File: src/rtl/uart_tx_sched.sv
`default_nettype none
// ============================================================================
// uart_tx_sched : shares one txuart between a CPU byte FIFO and a debug port.
// Option macro  : UART_TX_SCHED_CRLF_EN (expand CPU 0x0A into 0x0D,0x0A)
// Revision      : 1.0
// ============================================================================
module uart_tx_sched #(
  parameter int DEPTH_LOG2 = 2
) (
  input  logic       i_clk,
  input  logic       i_rst_n,
  input  logic       i_cpu_tx,
  input  logic [7:0] i_cpu_data,
  input  logic       i_dbg_stb,
  input  logic [7:0] i_dbg_data,
  output logic       o_dbg_ack,
  output logic       o_tx_stb,
  output logic [7:0] o_tx_data,
  input  logic       i_tx_busy,
  output logic       o_fifo_full,
  output logic [7:0] o_drop_cnt
);

  localparam int                    DEPTH   = 1 << DEPTH_LOG2;
  localparam logic [DEPTH_LOG2-1:0] PTR_INC = DEPTH_LOG2'(1);
  localparam logic [DEPTH_LOG2:0]   CNT_INC = (DEPTH_LOG2 + 1)'(1);
  localparam logic [7:0]            LF      = 8'h0A;
  localparam logic [7:0]            CR      = 8'h0D;

  typedef enum logic [1:0] {
    IDLE      = 2'd0,
    ISSUE     = 2'd1,
    WAIT_BUSY = 2'd2,
    WAIT_DONE = 2'd3
  } state_t;

  state_t                state;
  logic                  old_tx;
  logic [7:0]            mem [DEPTH];
  logic [DEPTH_LOG2-1:0] wr_ptr;
  logic [DEPTH_LOG2-1:0] rd_ptr;
  logic [DEPTH_LOG2:0]   count;
  logic                  last_grant_cpu;
  logic                  push;
  logic                  push_ok;
  logic                  pop;
  logic                  cpu_pending;
  logic                  pick_cpu;
  logic                  do_grant;
  logic [7:0]            head;

  assign push        = ~i_cpu_tx & old_tx;
  assign cpu_pending = (count != '0);
  assign head        = mem[rd_ptr];
  // count never exceeds DEPTH, so its MSB alone marks a full FIFO
  assign o_fifo_full = count[DEPTH_LOG2];
  assign push_ok     = push & (~count[DEPTH_LOG2] | pop);

  // Round robin only matters when both sources wait; otherwise the lone one wins.
  assign pick_cpu = cpu_pending & (~i_dbg_stb | ~last_grant_cpu);
  assign do_grant = ~i_tx_busy & (cpu_pending | i_dbg_stb);

`ifdef UART_TX_SCHED_CRLF_EN
  logic cr_phase;
  assign pop = (state == ISSUE) & last_grant_cpu & ~cr_phase;
`else
  assign pop = (state == ISSUE) & last_grant_cpu;
`endif

  always_ff @(posedge i_clk) begin
    if (push_ok) begin
      mem[wr_ptr] <= i_cpu_data;
    end
  end

  always_ff @(posedge i_clk or negedge i_rst_n) begin
    if (!i_rst_n) begin
      old_tx     <= 1'b1;
      wr_ptr     <= '0;
      rd_ptr     <= '0;
      count      <= '0;
      o_drop_cnt <= 8'd0;
    end else begin
      old_tx <= i_cpu_tx;
      if (push_ok) begin
        wr_ptr <= wr_ptr + PTR_INC;
      end
      if (pop) begin
        rd_ptr <= rd_ptr + PTR_INC;
      end
      case ({push_ok, pop})
        2'b10:   count <= count + CNT_INC;
        2'b01:   count <= count - CNT_INC;
        default: count <= count;
      endcase
      if (push && !push_ok && (o_drop_cnt != 8'hFF)) begin
        o_drop_cnt <= o_drop_cnt + 8'd1;
      end
    end
  end

  always_ff @(posedge i_clk or negedge i_rst_n) begin
    if (!i_rst_n) begin
      state          <= IDLE;
      o_tx_stb       <= 1'b0;
      o_tx_data      <= 8'h00;
      o_dbg_ack      <= 1'b0;
      last_grant_cpu <= 1'b0;
`ifdef UART_TX_SCHED_CRLF_EN
      cr_phase       <= 1'b0;
`endif
    end else begin
      o_tx_stb  <= 1'b0;
      o_dbg_ack <= 1'b0;
      case (state)
        IDLE: begin
          if (do_grant) begin
            state          <= ISSUE;
            o_tx_stb       <= 1'b1;
            last_grant_cpu <= pick_cpu;
            if (pick_cpu) begin
`ifdef UART_TX_SCHED_CRLF_EN
              if (head == LF) begin
                o_tx_data <= CR;
                cr_phase  <= 1'b1;
              end else begin
                o_tx_data <= head;
              end
`else
              o_tx_data <= head;
`endif
            end else begin
              o_tx_data <= i_dbg_data;
              o_dbg_ack <= 1'b1;
            end
          end
        end
        ISSUE: begin
          state <= WAIT_BUSY;
        end
        WAIT_BUSY: begin
          if (i_tx_busy) begin
            state <= WAIT_DONE;
          end
        end
        WAIT_DONE: begin
          if (!i_tx_busy) begin
`ifdef UART_TX_SCHED_CRLF_EN
            // The LF follows its CR directly; the grant stays with the CPU.
            if (cr_phase) begin
              cr_phase  <= 1'b0;
              o_tx_stb  <= 1'b1;
              o_tx_data <= LF;
              state     <= ISSUE;
            end else begin
              state <= IDLE;
            end
`else
            state <= IDLE;
`endif
          end
        end
        default: begin
          state <= IDLE;
        end
      endcase
    end
  end

endmodule
`default_nettype wire

File: config.mk
export PLATFORM = sky130hd
export DESIGN_NAME = uart_tx_sched
export DESIGN_NICKNAME = d
export VERILOG_FILES = /design/src/rtl/uart_tx_sched.sv
export SDC_FILE = /design/constraint.sdc
export NUM_CORES = 1
export LEC_CHECK = 0
export CAP_MARGIN = 20
export CORE_MARGIN = 3
export CORE_UTILIZATION = 40
export DETAILED_ROUTE_END_ITERATION = 16
export DONT_BUFFER_PORTS = 1
export GPL_TIMING_DRIVEN = 0
export SYNTH_ARGS = -nofsm -noshare
export SYNTH_HDL_FRONTEND = slang
export SYNTH_SLANG_ARGS = --single-unit
File: constraint.sdc
create_clock -name i_clk -period 6.6 [get_ports i_clk]
set_input_delay 0.99 -clock i_clk [delete_from_list [all_inputs] [get_ports i_clk]]
set_output_delay 0.99 -clock i_clk [all_outputs]
set_load 0.05 [all_outputs]
* Yosys cells after proc, flatten, opt, wreduce, memory -nomap -nowiden *
Memory sizes are Yosys's and may differ from the RTL's.
Cells that the tools add are included.

operators by class
  eq/ne operators = 9
  bitwise operators = 13
  multiplexer cells = 13
  add/subtract/negate cells = 5
  reduce and logical (&&, ||, !) cells = 8

operator list
  kind                   number
  $add A8 B1 Y8 const B  1
  $mux W8                1
  $ne A8 B8 Y1 const B   1
  $pmux W2 S4            1
  $mux W1                7
  $eq A2 B2 Y1 const B   3
  $mux W2                3
  $ne A2 B2 Y1 const B   3
  $pmux W3 S2            1
  $and A1 B1 Y1          5
  $not A1 Y1             5
  $add A2 B1 Y2 const B  2
  $eq A2 B1 Y1 const B   2
  $add A3 B1 Y3 const B  1
  $or A1 B1 Y1           3
  $reduce_and A3 Y1      1
  $reduce_bool A3 Y1     1
  $sub A3 B1 Y3 const B  1
  $logic_and A1 B1 Y1    2
  $logic_not A2 Y1       1
  $reduce_and A2 Y1      1
  $reduce_bool A2 Y1     1
  $logic_not A1 Y1       1

storage, ports and cells
  output and inout bits = 19
  flip-flop bits (word level) = 29
  memories = 1
  input bits = 21
  word-level logic and storage cells = 59
  bits in writable memories = 32

memory list
  memory  words  width  read ports  clocked after memory_dff  wr ports  line  text
  mem     4      8      1           0                         1         39    logic [7:0] mem [DEPTH];

* Logic depth before layout (Yosys ltp) *
Gate-level depths: netlist (run 1).

  depth after elaboration = 7
  mapped depth = 10
  gate-level depth less buffers = 10

* Worst setup path before layout (run 1) *
Ideal clock, no wire load.

  path type = in2reg
  start = in i_cpu_tx
  end = reg count[2]
  data required time = 6.475 ns
  arrival = 2.572 ns
  slack = 3.903 ns
  library setup time = 0.125 ns
  buffers on the path = 0
  stages = 8
  path through = or2b_1 -> a21oi_1 -> inv_1 -> ha_1 -> fa_1 -> xnor2_1 -> nor2_1 -> xor2_1

on the way
  cells in the longest elaborated chain, start to end = 5
  elaborated cells between the ends (all ways) = 7
  classes of those cells = 2 x eq/ne; 1 x mux; 3 x bitwise; 1 x reduce/logical

RTL lines
  element                                            line  text
  start, declared                                    12    input logic i_cpu_tx,
  $not A1 Y1 (*)                                     52    assign push = ~i_cpu_tx & old_tx;
  $and A1 B1 Y1 (*)                                  52
  $and A1 B1 Y1 (*)                                  57    assign push_ok = push & (~count[DEPTH_LOG2] | pop);
  $eq A2 B1 Y1 or $eq A2 B2 Y1 (tied branches)       91    case ({push_ok, pop})
  $pmux W3 S2 or $reduce_bool A2 Y1 (tied branches)  -
  end signal, assigned                               92    2'b10: count <= count + CNT_INC;
  end signal, assigned                               93    2'b01: count <= count - CNT_INC;
  end signal, assigned                               94    default: count <= count;
  end, declared                                      42    logic [DEPTH_LOG2:0] count;

Mark *: on every way between the ends. The rest lies on a longest branch, timed or not.
A chain may end at the register's enable or synchronous reset.

* Final worst setup path (run 1) *
Same ends and word-level chain as after synthesis.

==> metrics, run 1 <==
status complete, no violations; chip height between 80 and 90 µm; slew margin rel. 56.8%; Synth Warn # 0; Tightest Hold Check Type in -> async; largest net degree at the start of global routing 30; setup violators final 0; max-slew violations 0; clk slew on worst S/H paths about 0.07 ns; commonest non-fill, non-tap cell in the layout edfxtp_1; Slew @ Worst Pin 0.644 ns; RSZ-0062 raised after global routing false; minimum clock period 2.52 ns; share of the yosys chip area belonging to registers between 60% and 70%; initial DRC count about 60; layout cells sized above 1 a little over a fifth; Hold Buf Count CTS 0; Max-cap violations 0; TNS Setup 0 ns; leakage 1.17 nW; starting density of the core 41.7%; clk_skew between 0.006 and 0.007 ns; Clk pwr share 22.4%; first-pass GRT wire length 7.38 mm; syn nets 219; Final ANT Viol Nets 0; vias in the first global route 1,473; final setup margin 4.08 ns; wirelength, routed 4.40 mm; Initial DRT Pass Iterations 4; number of remaining DRC errors 0; critical path arrival 2.73 ns; die area 7760 µm²; ant diodes 0; antenna violations before repair 0; post-DR wirelength/cell 15.8 µm; Core Region 6460 µm²; Final GP Congestion 0.749; P_int between 0.0008 and 0.0009 W; TritonCTS clock tree done; worst hold slack 0.351 ns; placed instance area 2790 µm²; Fmax between 0.3 and 0.4 GHz; num rows 29; Worst Path Max Fanout 8; P&R area growth vs syn 10.6%; pre-CTS worst setup slack roughly 3.7 ns; dpl hpwl 3.10 mm; Combinational Power Share 27.0%; Total GRT Usage roughly 13%; Netlist cell types 40; clk buf depth 2; Crit. End Element flip-flop; crit path cell chain or2b_1, a21oi_1, inv_1, ha_1, fa_1, xnor2_1, nor2_1, xor2_1; switching share of power about 40%; final worst-path cycle share 38.2%; Port Buffers 0; Syn Inst Count between 150 and 200; Ports 40; crit path kind in -> reg; CP delay by family, top adder cells; mean instance size in the synthesized netlist 14.5 µm²; Post-layout nets 230; final count of hold timing violations 0; via count approximately 1,400; most frequent cells in the layout 32 x edfxtp_1, 28 x dfrtp_1, 25 x nand2_1; Post-CTS Setup Inserts 0; Design Area, Final 2980 µm²; switching power 0.000549 W; Power Dens Cells 470 nW/µm²; total CTS buffers 9; sequential fraction of design power between 50% and 60%; chip width 88.1 µm; flops & latches, synth 61; clock sinks 61; DR vias/cell about 5; Clk Latency, worst-skew pair 0.33 ns; CTS root buffer clkbuf_8; CP peak stage delay 0.41 ns; GR Overflow Total 0; Cell Area, Synth 2700 µm²; WP buf/inv 1; H-tree depth 3; Setup crit start kind input pin; worst endpoint required time 6.81 ns; slowest cell on the critical path a21oi_1; post-CTS sizing 0; peak supply drop 0.132 mV
-- cells in the mapped netlist, drive strengths merged --
master	number	share of area (%)
edfxtp	32	36
dfrtp	28	26
nand2	26	3.7
nor2	13	2.0
ha	11	5.1
a31oi	9	2.1
mux4	8	6.7
inv	7	0.97
mux2	7	3.2
xnor2	6	1.9
and2	5	1.2
o21ai	4	0.74
buf	3	0.97
nand3	3	0.74
a21oi	2	0.37
and3	2	0.46
nand4	2	0.46
nor2b	2	0.46
nor3b	2	1.2
o31ai	2	0.74
a211o	1	0.32
a2bb2oi	1	0.32
and4b	1	0.42
clkbuf	1	0.19
dfstp	1	0.97
fa	1	0.74
nor4	1	0.79
o21a	1	0.28
o31a	1	0.32
or2b	1	0.28
or3	1	0.42
xor2	1	0.32
-- final timing paths --
check                          startpoint        endpoint  slack, ns  cells after the start
setup / recovery                 i_cpu_tx        count[2]       4.08                      8
setup reg to reg                 state[1]        count[2]       4.12                     10
hold / removal                    i_rst_n   o_drop_cnt[3]       0.35                      0
hold reg to reg            last_grant_cpu  last_grant_cpu       0.53                      2
max in group asynchronous         i_rst_n          old_tx       6.07                      0
min in group i_clk         last_grant_cpu  last_grant_cpu       0.53                      2
-- per-layer routing --
| layer | wire length (µm) | part of all wire (%) | up-vias | GRT usage (%) |
|---|---|---|---|---|
| li1 | - | - | 696 | - |
| met1 | 1990 | 45 | 694 | 16.5 |
| met2 | 2010 | 46 | 43 | 18.8 |
| met3 | 328 | 7.5 | 4 | 4.70 |
| met4 | 73 | 1.7 | 0 | 7.42 |
| met5 | 0 | 0 | - | 0 |
-- power groups by stage --
| stage | sequential (W) | combinational (W) | clock [W] |
|---|---|---|---|
| finish | 0.000710 | 0.000379 | 0.000314 |
| CTS | 0.000713 | 0.000387 | 0.000324 |
| floorplan | 0.000701 | 0.000325 | 0 |
| global route | 0.000726 | 0.000440 | 0.000346 |
| global placement | 0.000716 | 0.000381 | 0 |
| detailed placement | 0.000722 | 0.000385 | 0 |
-- layout make-up --
cell class | instances | area, µm²
fill | 575 | 3480
sequential | 61 | 1690
multi-input combinational | 114 | 951
clock buffer | 9 | 124
tap | 77 | 96.3
clock inverter | 7 | 66.3
buffer | 4 | 31.3
inverter | 7 | 26.3
-- per-stage QoR --
stage	cells	util [%]	total power [W]
after floorplan	186	-	0.00103
after global placement	263	43.2	0.00110
after detailed placement	263	43.2	0.00111
after CTS	279	46.2	0.00142
after global routing	279	46.2	0.00151
final	279	46.2	0.00140
-- worst register-to-register path, stage by stage, from the launching register on --
cell and delay (ns):
dfrtp_1 0.42, inv_1 0.12, ha_1 0.15, nand2_1 0.12, a21oi_1 0.46, inv_1 0.09, ha_1 0.25, fa_1 0.38
xnor2_1 0.17, nor2_1 0.07, xor2_1 0.13
-- sequential cells by signal, summed over array words and instances (netlist names), 2 cells and up --
signal,count
mem,32
o_tx_data,8
o_drop_cnt,8
wr_ptr,2
state,2
rd_ptr,2
count,3
-- cell families (layout without fill, tap and decap cells) --
group                    Yosys count  in the layout  synth area share, %
AO/OA/AOI/OAI                     21             21                 5.20
XOR/XNOR                           7              7                 2.27
AND/OR/NAND/NOR                   59             59                 12.1
adder cells (fa/ha/maj)           12             12                 5.85
flip-flops                        61             61                 62.6
multiplexers                      15             15                 9.88
buffers and inverters             11             27                 2.13
Power figures use the tool's default switching activity.
==> inputs of run 2 (changes only) <==
--- a/config.mk
+++ b/config.mk
@@ -5,6 +5,7 @@
 export SDC_FILE = /design/constraint.sdc
 export NUM_CORES = 1
 export LEC_CHECK = 0
+export ABC_AREA = 1
 export CAP_MARGIN = 20
 export CORE_MARGIN = 3
 export CORE_UTILIZATION = 40
==> constraint.sdc (replaced) <==
create_clock -name i_clk -period 2.1 [get_ports i_clk]
set_input_delay 0.315 -clock i_clk [delete_from_list [all_inputs] [get_ports i_clk]]
set_output_delay 0.315 -clock i_clk [all_outputs]
set_load 0.05 [all_outputs]
==> run 2 against run 1 <==
Against the previous run:
- routed wire length grew 26%
- utilization grew 1.3 points
- cell count is 56% higher
- worst setup slack got worse by 3.9 ns
==> metrics, run 2 <==
slew margin rel. 46.9% (-9.9 points); H-tree depth 3 (unchanged); prevailing post-synth register cell edfxtp_1; Top reg by flops mem; total power 0.00459 W (+230%); RR Startpoint state[1]; crit path kind reg -> reg; Cell Area, Synth 2930 µm² (+8.5%); total CTS buffers 9 (unchanged); initial DRC count 66 (+8.2%); R2R depth 10 (unchanged); Worst Path Max Fanout 8 (unchanged); Largest regs mem: 32 flops, o_drop_cnt: 8 flops, o_tx_data: 8 flops; global routing usage on met2 22.9% (+4.1 points); commonest cells in the netlist 126 x nand2_1, 50 x inv_1, 32 x edfxtp_1; Sequential Area 1690 µm² (about the same); final worst-path cycle share 93.0%; Final ANT Viol Nets 0 (unchanged); layout cells sized above 1 10.9% (-10 points); Synth Warn # 0 (unchanged); GR Overflow Total 0 (unchanged); TritonCTS clock tree done; setup violators final 0 (unchanged); chip height 91.5 µm (+3.9%); Netlist cell types 28 (-30%); syn nets 351 (+60%); Port Buffers 0 (unchanged); commonest non-fill, non-tap cell in the layout nand2_1; Ports 40 (unchanged); hold worst-path end mem[2][1]; via count 1,970 (+37%); clock sinks 61 (unchanged); flops & latches, synth 61 (unchanged); antenna violations before repair 0 (unchanged); post-DR wirelength/cell 12.8 µm (-19%); critical path arrival 2.16 ns (-0.57 ns); Synth top area share 32.8% (-2.8 points); Setup crit start kind flip-flop; clk slew on worst S/H paths 0.06 ns (about the same); die area 8380 µm² (+7.9%); Power Dens Cells 1390 nW/µm² (+200%); TNS Setup 0 ns (unchanged); Post-synth EDFFs 32 (unchanged); P&R area growth vs syn 12.7%; number of remaining DRC errors 0 (unchanged); Crit. Startpoint state[1]; worst reg2reg endpoint count[2]; first-pass GRT wire length 9.00 mm (+22%); Clk Latency, worst-skew pair 0.33 ns (about the same); status complete, no violations; vias in the first global route 1,957 (+33%); Fmax 0.512 GHz; leakage 1.65 nW (+41%); footprint of the multi-input gates 1000 µm² (+5.4%); max-slew violations 0 (unchanged); CTS root buffer clkbuf_8; ranking of synthesized cells by area edfxtp_1 33%, dfrtp_1 24%, nand2_1 16%; max reg flops 32 (unchanged); clk buf depth 2 (unchanged); minimum clock period 1.95 ns; peak supply drop 0.506 mV (+280%); dpl hpwl 3.82 mm (+23%); Hold Crit Start i_cpu_data[1]; Tightest Hold Check Type in -> reg; final count of hold timing violations 0 (unchanged); Min-Delay Path Depth 0; Initial DRT Pass Iterations 4 (unchanged); DR vias/cell 4.53 (-12%); Total GRT Usage 13.8% (+0.88 points); wirelength, routed 5.56 mm (+26%); worst endpoint required time 2.30 ns (-4.51 ns); clk_skew 0.00948 ns (+0.00249 ns); grt peak-use layer met2; chip width 91.5 µm (+3.9%); Post-layout nets 367 (+60%); worst hold slack 0.0728 ns (-0.279 ns); num rows 30 (+3.4%); mean instance size in the synthesized netlist 9.20 µm² (-37%); M1 GR Usage 15.4% (-1.1 points); share of the yosys chip area belonging to registers 57.7% (-4.9 points); ant diodes 0 (unchanged); Slew @ Worst Pin 0.793 ns (+0.149 ns); Final GP Congestion 0.730 (-2.5%); area leader, netlist edfxtp_1; met3 Usage GRT 5.39% (+0.68 points); Max-cap violations 0 (unchanged); starting density of the core 42.1% (+0.38 points); FF-to-FF setup slack 0.15 ns (-3.97 ns); largest net degree at the start of global routing 30 (unchanged); most frequent cell after synthesis nand2_1; Syn Inst Count 318 (+71%); fillcell total 661 (+15%); Crit. End Element flip-flop; fin util 47.5% (+1.3 points); FFs w/ async S/R, synth 47.5% (unchanged); Core Region 6940 µm² (+7.5%); most frequent cells in the layout 124 x nand2_1, 49 x inv_1, 32 x edfxtp_1
-- run 2: repair_timing --
item                       CTS  global route
resized for setup            5             3
setup buffers                1             1
hold buffers                 3             0
hold endpoints to repair    30             0
setup endpoints to repair   31             1
-- run 2: area by class of cell --
cell class,count,area share (%)
tap,96,3.64
clock buffer,15,5.39
timing repair buffer,5,1.67
inverter,54,6.30
multi-input combinational,198,30.4
clock inverter,1,0.114
sequential,61,51.2
buffer,5,1.29
-- run 2: cells by family after synthesis --
family          synth area share, %
flops                          57.7
xor+xnor                       2.99
simple gates                   23.8
buf+inv                        8.55
compound gates                 1.20
mux                           0.342
fa+ha+maj                      5.39
-- run 2: layer usage --
metal  part of all wire [%]  vias to the layer above  wire, µm
li1                       -                     1005         -
met1                     42                      909      2320
met2                     49                       44      2720
met3                    6.6                       12       369
met4                    2.5                        0       140
met5                      0                        -         0
-- run 2: worst max path at each step --
stage,end,slack [ns],cells past startpoint
4_1_cts,count[2],0.03,10
6_report,count[2],0.15,10
5_1_grt,count[2],-0.0005,10
3_3_place_gp,count[2],-0.12,10
2_1_floorplan,count[2],0.05,10
3_5_place_dp,count[2],-0.20,10
-- run 2: critical path, stage by stage (launching register included) --
cell     delay (ns)
dfrtp_1        0.40
inv_2          0.08
ha_1           0.13
nand2_1        0.09
nand2_2        0.10
nand2_4        0.09
ha_2           0.22
fa_2           0.34
a21oi_1        0.13
o21ai_1        0.10
xnor2_1        0.13
-- run 2: where the power goes --
part	switching [W]	leakage, nW	total (W)	internal [W]
clock	0.000415	0.0905	0.000946	0.000531
sequential	0.000647	0.649	0.00218	0.00154
combinational	0.000901	0.914	0.00146	0.000561
total	0.00196	1.65	0.00459	0.00263
-- run 2: metrics by stage --
step	cells	setup slack, ns	area (µm²)
after floorplan	318	0.0530	2930
after global placement	414	-0.121	3050
after detailed placement	414	-0.201	3050
after CTS	434	0.0288	3290
after global routing	435	-0.000529	3300
final	435	0.147	3300
==> inputs of run 3 (changes only) <==
==> constraint.sdc (replaced) <==
create_clock -name i_clk -period 2.5 [get_ports i_clk]
set_input_delay 0.375 -clock i_clk [delete_from_list [all_inputs] [get_ports i_clk]]
set_output_delay 0.375 -clock i_clk [all_outputs]
set_load 0.05 [all_outputs]
==> run 3 against run 2 <==
Against the previous run:
- worst hold slack got worse by 0.036 ns
- die area did not move
- cell area fell by 1.2%
- critical path depth did not move
- global-route usage fell by 0.12 points
- combinational power fell by 20%
- via count fell by 0.76%
- register-to-register slack improved by 0.14 ns
- clock skew barely moved
- cell count fell by 0.69%
- clock-buffer cell count did not move
- worst setup slack improved by 0.14 ns
==> metrics, run 3 (synthesis results as in run 2) <==
pre-CTS worst setup slack 0.199 ns (+0.400 ns); commonest non-fill, non-tap cell in the layout nand2_1; chip height 91.5 µm (unchanged); clk buf depth 2 (unchanged); Post-layout nets 364 (-0.82%); Power Dens Cells 1170 nW/µm² (-16%); Initial DRT Pass Iterations 4 (unchanged); Post-CTS Setup Inserts 0 (-1); RSZ-0062 raised after global routing false; initial DRC count 62 (-6.1%); Setup crit start kind flip-flop; Largest regs mem: 32 flops, o_drop_cnt: 8 flops, o_tx_data: 8 flops; final count of hold timing violations 0 (unchanged); chip width 91.5 µm (unchanged); first-pass GRT wire length 8.89 mm (-1.2%); setup violators final 0 (unchanged); minimum clock period 2.21 ns (+0.256 ns); Core Region 6940 µm² (unchanged); FF-to-FF setup slack 0.29 ns (+0.14 ns); critical path arrival 2.40 ns (+0.24 ns); via count 1,955 (-0.76%); Total GRT Usage 13.6% (-0.12 points); ant diodes 0 (unchanged); hold worst-path end old_tx; worst reg2reg endpoint count[2]; DR vias/cell 4.53 (about the same); Min-Delay Path Depth 0 (unchanged); crit path kind reg -> reg; CTS root buffer clkbuf_8; P&R area growth vs syn 11.4%; fillcell total 665 (+0.61%); num rows 30 (unchanged); TNS Setup 0 ns (unchanged); vias in the first global route 1,924 (-1.7%); slew margin rel. 46.3% (-0.63 points); max reg flops 32 (unchanged); dpl hpwl 3.82 mm (unchanged); worst endpoint required time 2.69 ns (+0.39 ns); clock sinks 61 (unchanged); total CTS buffers 9 (unchanged); layout cells sized above 1 8.93% (-2.0 points); Hold Crit Start i_cpu_tx; GR Overflow Total 0 (unchanged); clk_skew 0.00942 ns (-0.0000638 ns); Ports 40 (unchanged); Port Buffers 0 (unchanged); die area 8380 µm² (unchanged); Fmax 0.453 GHz (-12%); max-slew violations 0 (unchanged); Final ANT Viol Nets 0 (unchanged); Slew @ Worst Pin 0.803 ns (+0.00945 ns); final setup margin 0.291 ns (+0.144 ns); status complete, no violations; R2R depth 10 (unchanged); clk slew on worst S/H paths 0.06 ns (about the same); peak supply drop 0.424 mV (-16%); Max-cap violations 0 (unchanged); TritonCTS clock tree done; number of remaining DRC errors 0 (unchanged); starting density of the core 42.1% (unchanged); post-DR wirelength/cell 12.6 µm (-1.2%); Clk Latency, worst-skew pair 0.33 ns (about the same); Crit. End Element flip-flop; leakage 1.64 nW (-0.91%); most frequent cells in the layout 125 x nand2_1, 50 x inv_1, 32 x edfxtp_1; wirelength, routed 5.45 mm (-1.9%); Worst Path Max Fanout 8 (unchanged); Top reg by flops mem; Final GP Congestion 0.730 (unchanged); final worst-path cycle share 88.3% (-4.6 points); RR Startpoint state[1]; H-tree depth 3 (unchanged); largest net degree at the start of global routing 30 (unchanged); Tightest Hold Check Type in -> reg; antenna violations before repair 0 (unchanged)
-- run 3: what timing repair did --
item | CTS | global route
endpoints found under the setup margin | 0 | 1
resized for setup | 0 | 1
hold buffers | 2 | 0
endpoints found under the hold margin | 29 | 0
-- run 3: routing by layer --
layer	vias up	part of all wire [%]	global-route usage [%]
met5	-	0	0
met3	12	7.2	5.63
met1	898	42	15.2
li1	1001	-	-
met2	44	49	22.6
met4	0	2.6	6.28
-- run 3: stage by stage --
step	power (W)	hold slack (ns)	area, µm²	instances	utilization [%]
after floorplan	0.00274	0.0794	2930	318	-
after global placement	0.00300	0.0805	3050	414	43.9
after detailed placement	0.00303	0.0806	3050	414	43.9
after CTS	0.00386	0.0159	3260	432	46.9
after global routing	0.00409	0.0134	3260	432	46.9
final	0.00380	0.0369	3260	432	46.9
-- run 3: worst max path at each step --
stage,from,cells past startpoint,to
after floorplan,state[1],10,count[2]
after global placement,state[1],10,count[2]
after detailed placement,state[1],10,count[2]
after CTS,state[1],10,count[2]
after global routing,state[1],10,count[2]
final,state[1],10,count[2]
-- run 3: area by class of cell --
class	instances	area, µm²	area share, %
Multi-Input combinational cell	198	990	30.4
Sequential cell	61	1690	51.8
Inverter	54	208	6.37
Buffer	5	42.5	1.31
Clock inverter	1	3.75	0.115
Clock buffer	15	178	5.45
Tap cell	96	120	3.69
Timing Repair Buffer	2	30.0	0.921
-- run 3: power breakdown --
part / internal, W / total, W / switching [W] / leakage, nW
sequential: 0.00129 / 0.00183 / 0.000542 / 0.650
combinational: 0.000438 / 0.00117 / 0.000736 / 0.898
clock: 0.000446 / 0.000795 / 0.000349 / 0.0905
total: 0.00217 / 0.00380 / 0.00163 / 1.64
-- run 3: critical path, cell delays in order, from the launching register on --
cell	delay, ns
dfrtp_1	0.41
inv_1	0.12
ha_1	0.15
nand2_1	0.08
nand2_1	0.13
nand2_2	0.14
ha_1	0.27
fa_1	0.39
a21oi_1	0.13
o21ai_0	0.12
xnor2_1	0.14
